### src/rtl/lsu_pkg.sv
// Shared definitions for the load/store unit: funct3 width codes, FSM states,
// lane widths and the funct3 legality check.
package lsu_pkg;

  localparam int WORD_W = 32;
  localparam int HALF_W = 16;
  localparam int BYTE_W = 8;

  localparam logic [2:0] F3_B  = 3'b000;
  localparam logic [2:0] F3_H  = 3'b001;
  localparam logic [2:0] F3_W  = 3'b010;
  localparam logic [2:0] F3_BU = 3'b100;
  localparam logic [2:0] F3_HU = 3'b101;

  typedef enum logic [1:0] {
    IDLE    = 2'd0,
    RD_ADDR = 2'd1,
    RD_DATA = 2'd2,
    WR      = 2'd3
  } lsu_state_e;

  // Unsigned widths only exist for loads.
  function automatic logic f3_legal(input logic we, input logic [2:0] f3);
    case (f3)
      F3_B, F3_H, F3_W: return 1'b1;
      F3_BU, F3_HU:     return !we;
      default:          return 1'b0;
    endcase
  endfunction

endpackage

### src/rtl/lsu_align.sv
// Combinational lane logic: extracts/extends load data and merges sub-word
// store data into a read word.
module lsu_align
  import lsu_pkg::*;
(
  input  logic [2:0]        funct3,
  input  logic [1:0]        lane,
  input  logic [WORD_W-1:0] word,
  input  logic [WORD_W-1:0] wdata,
  output logic [WORD_W-1:0] load_val,
  output logic [WORD_W-1:0] merged
);

  logic [BYTE_W-1:0] byte_v;
  logic [HALF_W-1:0] half_v;

  always_comb begin
    byte_v = word[7:0];
    case (lane)
      2'd1:    byte_v = word[15:8];
      2'd2:    byte_v = word[23:16];
      2'd3:    byte_v = word[31:24];
      default: byte_v = word[7:0];
    endcase
    half_v = lane[1] ? word[31:16] : word[15:0];

    case (funct3)
      F3_B:    load_val = {{(WORD_W-BYTE_W){byte_v[BYTE_W-1]}}, byte_v};
      F3_BU:   load_val = {{(WORD_W-BYTE_W){1'b0}}, byte_v};
      F3_H:    load_val = {{(WORD_W-HALF_W){half_v[HALF_W-1]}}, half_v};
      F3_HU:   load_val = {{(WORD_W-HALF_W){1'b0}}, half_v};
      default: load_val = word;
    endcase

    merged = word;
    case (funct3[1:0])
      2'b00: begin
        case (lane)
          2'd1:    merged[15:8]  = wdata[7:0];
          2'd2:    merged[23:16] = wdata[7:0];
          2'd3:    merged[31:24] = wdata[7:0];
          default: merged[7:0]   = wdata[7:0];
        endcase
      end
      2'b01: begin
        if (lane[1]) merged[31:16] = wdata[15:0];
        else         merged[15:0]  = wdata[15:0];
      end
      default: merged = wdata;
    endcase
  end

endmodule

### src/rtl/load_store_unit.sv
// Load/store unit between core and a word-wide memory without byte enables.
// Define LSU_MISALIGN_TRAP_EN to reject misaligned H/HU/SH/W/SW instead of truncating.
//
// state   | meaning
// IDLE    | waiting for i_req
// RD_ADDR | read address presented, memory registering it
// RD_DATA | read word arrives; load completes or sub-word store merges
// WR      | write enable high for one cycle, or rejected access reporting o_err
module load_store_unit
  import lsu_pkg::*;
#(
  parameter int ADDR_W = 7
) (
  input  logic              clk,
  input  logic              rst,
  input  logic              i_req,
  input  logic              i_we,
  input  logic [2:0]        i_funct3,
  input  logic [ADDR_W-1:0] i_addr,
  input  logic [WORD_W-1:0] i_wdata,
  output logic              o_busy,
  output logic              o_done,
  output logic              o_err,
  output logic [WORD_W-1:0] o_rdata,
  output logic [ADDR_W-1:0] o_mem_addr,
  output logic [WORD_W-1:0] o_mem_data,
  output logic              o_mem_wre,
  input  logic [WORD_W-1:0] i_mem_rdata
);

  lsu_state_e        state;
  logic [2:0]        op_f3;
  logic [1:0]        op_lane;
  logic [WORD_W-1:0] op_wdata;
  logic              op_we;
  logic              op_bad;
  logic              misalign;
  logic              accept_ok;
  logic [WORD_W-1:0] load_val;
  logic [WORD_W-1:0] merged;

`ifdef LSU_MISALIGN_TRAP_EN
  assign misalign = ((i_funct3[1:0] == 2'b01) && i_addr[0]) ||
                    ((i_funct3[1:0] == 2'b10) && (i_addr[1:0] != 2'b00));
`else
  assign misalign = 1'b0;
`endif

  assign accept_ok = f3_legal(i_we, i_funct3) && !misalign;
  assign o_busy    = (state != IDLE);

  lsu_align u_align (
    .funct3   (op_f3),
    .lane     (op_lane),
    .word     (i_mem_rdata),
    .wdata    (op_wdata),
    .load_val (load_val),
    .merged   (merged)
  );

  always_ff @(posedge clk or posedge rst) begin
    if (rst) begin
      state      <= IDLE;
      op_f3      <= 3'b000;
      op_lane    <= 2'b00;
      op_wdata   <= '0;
      op_we      <= 1'b0;
      op_bad     <= 1'b0;
      o_done     <= 1'b0;
      o_err      <= 1'b0;
      o_rdata    <= '0;
      o_mem_addr <= '0;
      o_mem_data <= '0;
      o_mem_wre  <= 1'b0;
    end else begin
      o_done <= 1'b0;
      o_err  <= 1'b0;
      case (state)
        IDLE: begin
          if (i_req) begin
            op_f3    <= i_funct3;
            op_lane  <= i_addr[1:0];
            op_wdata <= i_wdata;
            op_we    <= i_we;
            if (!accept_ok) begin
              // Rejected accesses reuse WR with the write enable left low.
              op_bad <= 1'b1;
              state  <= WR;
            end else begin
              op_bad     <= 1'b0;
              o_mem_addr <= {i_addr[ADDR_W-1:2], 2'b00};
              if (i_we && (i_funct3[1:0] == 2'b10)) begin
                o_mem_data <= i_wdata;
                o_mem_wre  <= 1'b1;
                state      <= WR;
              end else begin
                state <= RD_ADDR;
              end
            end
          end
        end
        RD_ADDR: state <= RD_DATA;
        RD_DATA: begin
          if (op_we) begin
            o_mem_data <= merged;
            o_mem_wre  <= 1'b1;
            state      <= WR;
          end else begin
            o_rdata <= load_val;
            o_done  <= 1'b1;
            state   <= IDLE;
          end
        end
        WR: begin
          o_mem_wre <= 1'b0;
          o_done    <= 1'b1;
          o_err     <= op_bad;
          state     <= IDLE;
        end
      endcase
    end
  end

endmodule

### config.mk
export PLATFORM = sky130hd
export DESIGN_NAME = load_store_unit
export DESIGN_NICKNAME = d
export VERILOG_FILES = /design/src/rtl/lsu_pkg.sv /design/src/rtl/lsu_align.sv /design/src/rtl/load_store_unit.sv
export SDC_FILE = /design/constraint.sdc
export NUM_CORES = 1
export LEC_CHECK = 0
export CAP_MARGIN = 40
export CORE_ASPECT_RATIO = 1.1
export CORE_MARGIN = 5
export CORE_UTILIZATION = 40
export CTS_BUF_LIST = sky130_fd_sc_hd__clkbuf_16
export DETAILED_ROUTE_END_ITERATION = 16
export HOLD_SLACK_MARGIN = 0.02
export PLACE_DENSITY = 0.76
export SYNTH_ARGS = -nofsm -noshare
export SYNTH_HDL_FRONTEND = slang
export SYNTH_SLANG_ARGS = --single-unit
### constraint.sdc
create_clock -name clk -period 12.4 [get_ports clk]
set_clock_uncertainty 0.15 [all_clocks]
set_input_delay 2.48 -clock clk [delete_from_list [all_inputs] [get_ports clk]]
set_output_delay 2.48 -clock clk [all_outputs]
set_load 0.03 [all_outputs]
==> reports/qor.txt, run 1 <==
Largest net degree at the start of global routing: 61
I/O pin total: 153
Fmax: 223 MHz
Gate count after technology mapping: 603
Max-cap violation count: 0
FP Rows: 46
Asr flop ratio synth: 100%
Core box area: 0.0145 sq mm
Yosys reg bits: 113
Cell Area, Synth: 0.00592 sq mm
Leading area contributor after synthesis: dfrtp_1
Leakage power: 3.43 nW
Combinational power share: 54.2%
Clk root buf: clkbuf_16
Post-DRT Antenna Nets: 0
VDD IR max: 0.141 mV
Fin crit share: 36.2%
Finished Cell Area: 0.00805 sq mm
DRC errors left: 0
Pwr per Cell Area: 307 mW/mm^2
Setup bufs post-CTS: 0
Initial antenna violation count: 0
Post-Route Setup TNS: 0 ps
Die height: 138 um
Power Total: 2.47 mW
TritonRoute pass-1 iters: 5
Startpoint Class: primary input
Worst EP required: 12540 ps
Number of buffers created by CTS: 17
GRT Total Usage: 22.8%
Clock network fraction of design power: 17.2%
Final net count: 813
# setup viols final: 0
Die area: 0.0173 sq mm
Internal power: 1.38 mW
Setup CP Type: primary input to flop
Via/cell ratio: 5.67
GP Congestion: 0.863
Slew Limit Fails: 0
Die width: 126 um
Sw Share: 44.4%
Synthesis warning total: 0
Top-count cell post-synth: dfrtp_1
R2R Setup Slk: 9740 ps
Actual slew at the worst max-slew pin: 796 ps
Yosys top cell area share: 47.7%
Post-synthesis sequential area ratio: 47.7%
Most frequent cells after synthesis: dfrtp_1, nand2_1, o21ai_0, mux2_2, a21oi_1
Final WL: 19300 um
Worst path arrival time: 4630 ps
Post-synth EDFFs: 0
Synth top area cells: dfrtp_1, mux2_2, mux2i_1
NetSw: 1.10 mW
Slew headroom: 46.9%
CTS tree: built
Reg clk slew, reported paths: 50 ps
H-tree depth: 4
Synth cell types: 40
Dpl hpwl: 13700 um
Initial DRC Count: 377
Worst path max stage delay: 510 ps
# hold bufs at CTS: 0
Buffers plus inverters on the worst setup path: 3
Share of cells above drive strength 1: 13.7%
CTS Sinks: 113
Area growth syn-to-layout: 35.9%
CP Cell Sequence: clkdlybuf4s50_1 > nor3b_4 > buf_4 > a41oi_2 > buf_8 > nand2_1 > o21ai_1
Vias in the first global route: 5480
Worst Path Max Fanout: 45
Final hold violation count: 0
Setup repair after global routing missed its margin: false
Setup crit end kind: flop
Mean post-synth cell area: 9.82 sq um
Wire length of the first global-routing pass: 30400 um
Worst-skew pair later-pin latency: 410 ps
Outcome: finished clean
CTS resizes: 0
Total number of vias: 5324
Routed length per instance: 20.5 um
Final critical-path required period: 4490 ps
Crit path max-delay family: buffers and inverters
Port Buffer Count: 150
Clock buffer depth: 2
HP Class: flop to flop
Slowest CP cell: buf_4
Inserted Diodes: 0
Cell Area, Placed: 0.00754 sq mm
Sequential power share: 28.6%
Initial Util: 40.8%
Remaining global-route overflow: 0
Dominant synthesized flop cell: dfrtp_1
-- logic make-up (layout without fill, tap and decap cells) --
kind of cell           Yosys count  in the layout  synth area share (%)
and+or+nand+nor                151            151                  11.6
buffers and inverters           53            196                  4.08
AOI/OAI and AO/OA              193            193                  19.7
DFF                            113            113                  47.7
other                            1              2                0.0633
muxes                           92             92                  16.8
-- path summary, 6_finish.rpt --
check,cells after the start,from,endpoint
max,7,i_req,o_mem_data[12]
min in group asynchronous,2,rst,o_rdata[26]
min,2,o_rdata[6],o_rdata[6]
max in group asynchronous,3,rst,o_mem_addr[6]
min reg2reg,2,o_rdata[6],o_rdata[6]
max reg2reg,4,state[0],o_rdata[9]
-- worst reg2reg max path, stage by stage (launching register included) --
cell,delay (ps)
dfrtp_1,470
and2b_1,580
nand2b_1,570
a211oi_4,590
a22oi_1,170
-- layout make-up --
cell class                      instances  area [sq um]
Fill cell                            1283          6450
Tap cell                              192           240
Sequential cell                       113          2830
Multi-Input combinational cell        438          2860
Timing Repair Buffer                  160          1590
Clock buffer                           17           425
Clock inverter                         14          85.1
Inverter                                5          21.3
-- power groups by stage --
stage               Combinational, mW  Sequential [mW]  Clock, mW
floorplan                       0.664            0.893          0
global placement                 1.29            0.701          0
detailed placement               1.33            0.706          0
CTS                              1.34            0.704      0.429
global route                     1.45            0.728      0.450
finish                           1.34            0.706      0.426
-- cells in the final DEF (no fill, tap or decap), types with 2 or more instances in the layout --
cell             instances
and3_1                   9
inv_1                    6
nor3_1                   7
nor2_1                  28
clkbuf_16               17
buf_4                    8
mux2_2                  59
nor2b_1                  3
nand2_1                 72
nand2b_1                12
nor2_2                   2
o21a_1                   8
mux2i_1                 33
conb_1                   2
o211ai_1                11
a21oi_1                 54
a211oi_1                 8
or2_2                    2
dfrtp_1                112
o211a_1                 13
and3b_1                  2
o21ai_1                 18
nand3_1                 11
clkdlybuf4s50_1        150
a22oi_1                  8
clkinv_1                 6
clkinv_2                 5
o21ai_0                 65
-- registers in the layout, summed over array words and instances, names as in the netlist --
name,count
o_mem_data,32
o_rdata,32
op_wdata,32
o_mem_addr,5
op_f3,3
op_lane,2
state,2
o_done,1
o_err,1
o_mem_wre,1
op_bad,1
op_we,1
-- per-stage QoR --
step | setup WS, ps | hold WS, ps | util [%] | cells
final | 7910 | 330 | 55.5 | 939
after floorplan | 6780 | 306 | - | 604
after global placement | 7360 | 318 | 51.7 | 905
after detailed placement | 7500 | 323 | 52.0 | 908
after CTS | 7890 | 334 | 55.5 | 939
after global routing | 7770 | 349 | 55.5 | 939
-- routing by layer --
layer	part of all wire, %	vias to the layer above	track usage (%)
met5	0	-	0
met4	3.0	0	10.2
met3	7.5	44	5.62
met2	48	247	36.5
met1	41	2619	29.4
li1	-	2414	-
No activity file was read; power rests on OpenSTA's default activity.
==> run 2, diff against run 1 <==
- PLACE_DENSITY: 0.76 -> 0.78
- clock period: 12.4 -> 3.87 ns (I/O delays scaled with it)
==> run 2 against run 1 <==
Final cell count shrank 0.11%; critical path depth down 3; total power rose to 3.2 times the previous value; global-route usage decreased by 0.62 points; count of clock-buffer cells in the layout is the same; hold slack got worse by 5.2 ps; via count shrank 1.1%; combinational power grew to 3.1 times the previous value; sequential share of layout area about the same; design area about the same; routed wire length is 1.2% lower; critical path type is now flop to flop; critical endpoint is now o_rdata[12].
==> reports/qor.txt, run 2 (synthesis results as in run 1) <==
Outcome: finished clean (unchanged)
Sw Share: 44.3% (was 44.4%)
Setup crit end kind: flop (unchanged)
Register area: 0.00283 sq mm (unchanged)
Final net count: 812 (was 813)
TritonRoute pass-1 iters: 5 (unchanged)
Worst-skew pair later-pin latency: 420 ps (was 410 ps)
Initial antenna violation count: 0 (unchanged)
Final worst slack: 1140 ps (was 7910 ps)
Port Buffer Count: 150 (unchanged)
Die area: 0.0173 sq mm (unchanged)
Fmax: 367 MHz
Vias in the first global route: 5215 (was 5480)
Pwr per Cell Area: 980 mW/mm^2 (was 307 mW/mm^2)
NetSw: 3.49 mW (was 1.10 mW)
Post-Route Setup TNS: 0 ps (unchanged)
Actual slew at the worst max-slew pin: 915 ps (was 796 ps)
Reg clk slew, reported paths: 50 ps (about the same)
Final critical-path required period: 2730 ps
Leading cell type in the layout, fill and taps excluded: clkdlybuf4s50_1 (unchanged)
Slew Limit Fails: 0 (unchanged)
Post-DRT Antenna Nets: 0 (unchanged)
Worst Path Max Fanout: 18 (was 45)
Remaining global-route overflow: 0 (unchanged)
Largest net degree at the start of global routing: 114 (was 61)
Fin crit share: 70.5%
Worst slack at placement: 866 ps (was 7500 ps)
Combinational power share: 53.0% (was 54.2%)
Worst EP required: 3980 ps (was 12540 ps)
Die height: 138 um (unchanged)
Clk root buf: clkbuf_16 (unchanged)
FP Rows: 46 (unchanged)
Clock network fraction of design power: 17.3% (was 17.2%)
Slew headroom: 38.8% (was 46.9%)
CTS Sinks: 113 (unchanged)
Routed length per instance: 20.3 um (was 20.5 um)
Internal power: 4.39 mW (was 1.38 mW)
Wire length of the first global-routing pass: 29600 um (was 30400 um)
Worst hold start: o_rdata[7] (was o_rdata[6])
DRC errors left: 0 (unchanged)
Setup bufs post-CTS: 0 (unchanged)
Final Hold Slack: 325 ps (was 330 ps)
Fill cells: 1295 (was 1283)
Number of buffers created by CTS: 17 (unchanged)
Largest regs: o_mem_data x32, o_rdata x32, op_wdata x32 (unchanged)
Total number of vias: 5268 (was 5324)
# setup viols final: 0 (unchanged)
Footprint of the multi-input gates: 0.00286 sq mm (unchanged)
CTS tree: built (unchanged)
Setup repair after global routing missed its margin: false (unchanged)
Share of cells above drive strength 1: 13.5% (was 13.7%)
Most frequent cells in the layout: clkdlybuf4s50_1, dfrtp_1, nand2_1 (unchanged)
Crit path launch: state[0] (was i_req)
# hold bufs at CTS: 0 (unchanged)
Area growth syn-to-layout: 35.8% (was 35.9%)
Reg2reg start: state[0] (unchanged)
Worst path arrival time: 2840 ps (was 4630 ps)
Final hold violation count: 0 (unchanged)
Die width: 126 um (unchanged)
Sequential power share: 29.7% (was 28.6%)
Via/cell ratio: 5.62 (was 5.67)
CTS resizes: 0 (unchanged)
Inserted Diodes: 0 (unchanged)
GP Congestion: 0.874 (was 0.863)
Dpl hpwl: 13600 um (was 13700 um)
Max-cap violation count: 0 (unchanged)
Core box area: 0.0145 sq mm (unchanged)
H-tree depth: 4 (unchanged)
Final WL: 19000 um (was 19300 um)
I/O pin total: 153 (unchanged)
GRT Total Usage: 22.2% (was 22.8%)
Setup CP Type: flop to flop (was primary input to flop)
Clock buffer depth: 2 (unchanged)
Initial Util: 40.8% (unchanged)
HP Class: flop to flop (unchanged)
VDD IR max: 0.419 mV (was 0.141 mV)
Startpoint Class: flop (was primary input)
Leakage power: 3.42 nW (was 3.43 nW)
Initial DRC Count: 481 (was 377)
## run 2: changes by cell type in the layout (fill, tap and decap cells not counted)
cell,delta
inv_1,+1
buf_8,-1
clkinvlp_4,+1
buf_12,+1
clkinv_1,-1
buf_6,-1
inv_4,-1
## run 2: final timing paths
check	endpoint	slack [ps]	depth (start not counted)
setup / recovery	o_rdata[12]	1140	4
hold / removal	o_rdata[7]	320	2
setup reg to reg	o_rdata[12]	1140	4
hold reg to reg	o_rdata[7]	320	2
max in group asynchronous	op_f3[1]	2320	3
min in group asynchronous	o_rdata[0]	720	3
## run 2: layout make-up
class | count | area share, %
multi-input cells | 438 | 35.6
well taps | 192 | 2.99
clock buffers | 17 | 5.29
flip-flops and latches | 113 | 35.2
clock inverters | 14 | 1.06
repair buffers | 159 | 19.7
inverters | 5 | 0.280
## run 2: routing by layer
metal  global-route usage, %  vias up  part of all wire [%]
met5                       0        -                     0
met4                    8.82        0                   2.7
met3                    5.97       35                   7.5
met2                    35.7      226                    49
met1                    28.5     2596                    41
li1                        -     2411                     -
## run 2: per-stage QoR
step / total power, mW / util (%) / instance area, sq um / cells
6_report: 7.88 / 55.5 / 8040 / 938
5_1_grt: 8.36 / 55.5 / 8040 / 938
4_1_cts: 7.91 / 55.5 / 8040 / 938
3_5_place_dp: 6.52 / 51.9 / 7530 / 907
3_3_place_gp: 6.39 / 51.9 / 7530 / 907
2_1_floorplan: 4.99 / - / 5930 / 604
## run 2: critical path: stages (launching register included)
cell      delay [ps]
dfrtp_1          470
and2b_1          610
nand2b_1         590
a211oi_4         590
a22oi_1          170
## run 2: power groups by stage
stage | sequential [mW] | combinational [mW] | clock, mW
4_1_cts | 2.33 | 4.19 | 1.38
3_3_place_gp | 2.31 | 4.08 | 0
2_1_floorplan | 2.86 | 2.13 | 0
6_report | 2.34 | 4.18 | 1.36
5_1_grt | 2.42 | 4.50 | 1.44
3_5_place_dp | 2.35 | 4.18 | 0
==> run 3, diff against run 2 <==
- clock period: 3.87 -> 2.3 ns (I/O delays scaled with it)
==> run 3 against run 2 <==
Register-to-register slack got worse by 950 ps; via count up 3.3%; sequential cell count is the same; critical path depth decreased by 3; non-clock buffer count grew 24.
==> reports/qor.txt, run 3 (synthesis results as in run 1) <==
Setup crit end kind: primary output (was flop)
Final hold violation count: 0 (unchanged)
Register area: 0.00283 sq mm (unchanged)
CP Cell Sequence: clkdlybuf4s50_1 (was and2b_1 > nand2b_1 > a211oi_4 > a22oi_1)
Routed length per instance: 20.2 um (was 20.3 um)
Initial antenna violation count: 0 (unchanged)
Final critical-path required period: 2120 ps
GRT Total Usage: 22.3% (was 22.2%)
Setup CP Type: flop to primary output (was flop to flop)
Inserted Diodes: 0 (unchanged)
HP Class: primary input to asynchronous set/reset pin (was flop to flop)
Die area: 0.0173 sq mm (unchanged)
Worst path arrival time: 1510 ps (was 2840 ps)
Setup repair after global routing missed its margin: false (unchanged)
Largest regs: o_mem_data x32, o_rdata x32, op_wdata x32 (unchanged)
Number of buffers created by CTS: 17 (unchanged)
Share of cells above drive strength 1: 16.7% (was 13.5%)
Power Total: 13.6 mW (was 7.88 mW)
Worst-skew pair later-pin latency: 420 ps (about the same)
Port Buffer Count: 150 (unchanged)
Die width: 126 um (unchanged)
DRC errors left: 0 (unchanged)
Post-DRT Antenna Nets: 0 (unchanged)
I/O pin total: 153 (unchanged)
Worst EP required: 1690 ps (was 3980 ps)
Buffers plus inverters on the worst setup path: 1 (was 0)
Remaining global-route overflow: 0 (unchanged)
# setup viols final: 0 (unchanged)
Footprint of the multi-input gates: 0.00286 sq mm (unchanged)
Fmax: 473 MHz
Outcome: finished clean (unchanged)
Die height: 138 um (unchanged)
Wire length of the first global-routing pass: 30200 um (was 29600 um)
Initial Util: 40.8% (unchanged)
Slew headroom: 50.1% (was 38.8%)
Post-Route Setup TNS: 0 ps (unchanged)
Initial DRC Count: 448 (was 481)
Finished Cell Area: 0.00828 sq mm (was 0.00804 sq mm)
Leading cell type in the layout, fill and taps excluded: clkdlybuf4s50_1 (unchanged)
# hold bufs at CTS: 0 (unchanged)
Actual slew at the worst max-slew pin: 747 ps (was 915 ps)
Most frequent cells in the layout: clkdlybuf4s50_1, dfrtp_1, nand2_1 (unchanged)
Fill cells: 1226 (was 1295)
Slew Limit Fails: 0 (unchanged)
Slowest CP cell: clkdlybuf4s50_1 (was and2b_1)
Startpoint Class: flop (unchanged)
TritonRoute pass-1 iters: 5 (unchanged)
Pwr per Cell Area: 1650 mW/mm^2 (was 980 mW/mm^2)
Area growth syn-to-layout: 39.8% (was 35.8%)
Via/cell ratio: 5.65 (was 5.62)
Crit path max-delay family: buffers and inverters (was simple AND/OR/NAND/NOR gates)
H-tree depth: 4 (unchanged)
Worst Path Max Fanout: 2 (was 18)
CTS tree: built (unchanged)
VDD IR max: 0.703 mV (was 0.419 mV)
Largest net degree at the start of global routing: 59 (was 114)
Vias in the first global route: 5635 (was 5215)
Clock buffer depth: 2 (unchanged)
Leakage power: 3.55 nW (was 3.42 nW)
Final WL: 19400 um (was 19000 um)
Fin crit share: 92.0%
Clk root buf: clkbuf_16 (unchanged)
FP Rows: 46 (unchanged)
Total number of vias: 5442 (was 5268)
Dpl hpwl: 14300 um (was 13600 um)
Worst path max stage delay: 700 ps (was 610 ps)
Fin cells: 963 (was 938)
GP Congestion: 0.887 (was 0.874)
Max-cap violation count: 0 (unchanged)
CTS Sinks: 113 (unchanged)
Reg clk slew, reported paths: 50 ps (about the same)
Core box area: 0.0145 sq mm (unchanged)
Cell Area, Placed: 0.00775 sq mm (was 0.00753 sq mm)
Final net count: 836 (was 812)
Dpl cells: 931 (was 907)
-- run 3: path summary, 6_finish.rpt --
path	end	depth (start not counted)	from	slack, ps
hold / removal	op_wdata[9]	2	rst	190
setup reg to reg	o_mem_data[30]	5	op_lane[1]	190
min in group clk	op_bad	1	op_bad	330
max in group asynchronous	op_f3[1]	3	rst	1230
setup / recovery	o_rdata[31]	1	o_rdata[31]	180
hold reg to reg	op_bad	1	op_bad	330
-- run 3: metrics by stage --
step / utilization (%) / setup slack (ps) / hold slack [ps]
after floorplan: - / 319 / 306
after detailed placement: 53.4 / -17.8 / 326
final: 57.1 / 184 / 186
after CTS: 57.1 / 167 / 183
after global placement: 53.4 / 38.9 / 320
after global routing: 57.1 / 104 / 194
-- run 3: power breakdown --
| group | internal [mW] | total [mW] | switching (mW) |
|---|---|---|---|
| Sequential | 3.03 | 3.84 | 0.806 |
| Clock | 1.45 | 2.36 | 0.914 |
| Combinational | 3.14 | 7.44 | 4.30 |
-- run 3: what timing repair did --
action / 4_1_cts / 5_1_grt
gates resized for setup: 1 / 0
endpoints found under the setup margin: 1 / 0
buffers inserted: 0 / 0
-- run 3: area by class of cell --
cell class | instances | area share, %
multi-input combinational | 438 | 34.5
sequential | 113 | 34.2
timing repair buffer | 183 | 21.7
clock inverter | 15 | 1.27
inverter | 5 | 0.272
tap | 192 | 2.90
clock buffer | 17 | 5.14
-- run 3: metal layers --
layer	global-route usage, %	share of wire (%)	vias to the layer above
met5	0	0	-
met4	9.65	2.7	0
met3	6.32	7.3	44
met2	36.0	48	238
met1	28.2	42	2696
li1	-	-	2464
-- run 3: worst reg2reg max path, delay by kind of cell (launching register included) --
family,cells,cell delay (ps)
buffers and inverters,1,240
AND/OR/NAND/NOR,1,340
flip-flops,1,450
multiplexers,1,380
AO/OA/AOI/OAI,2,420
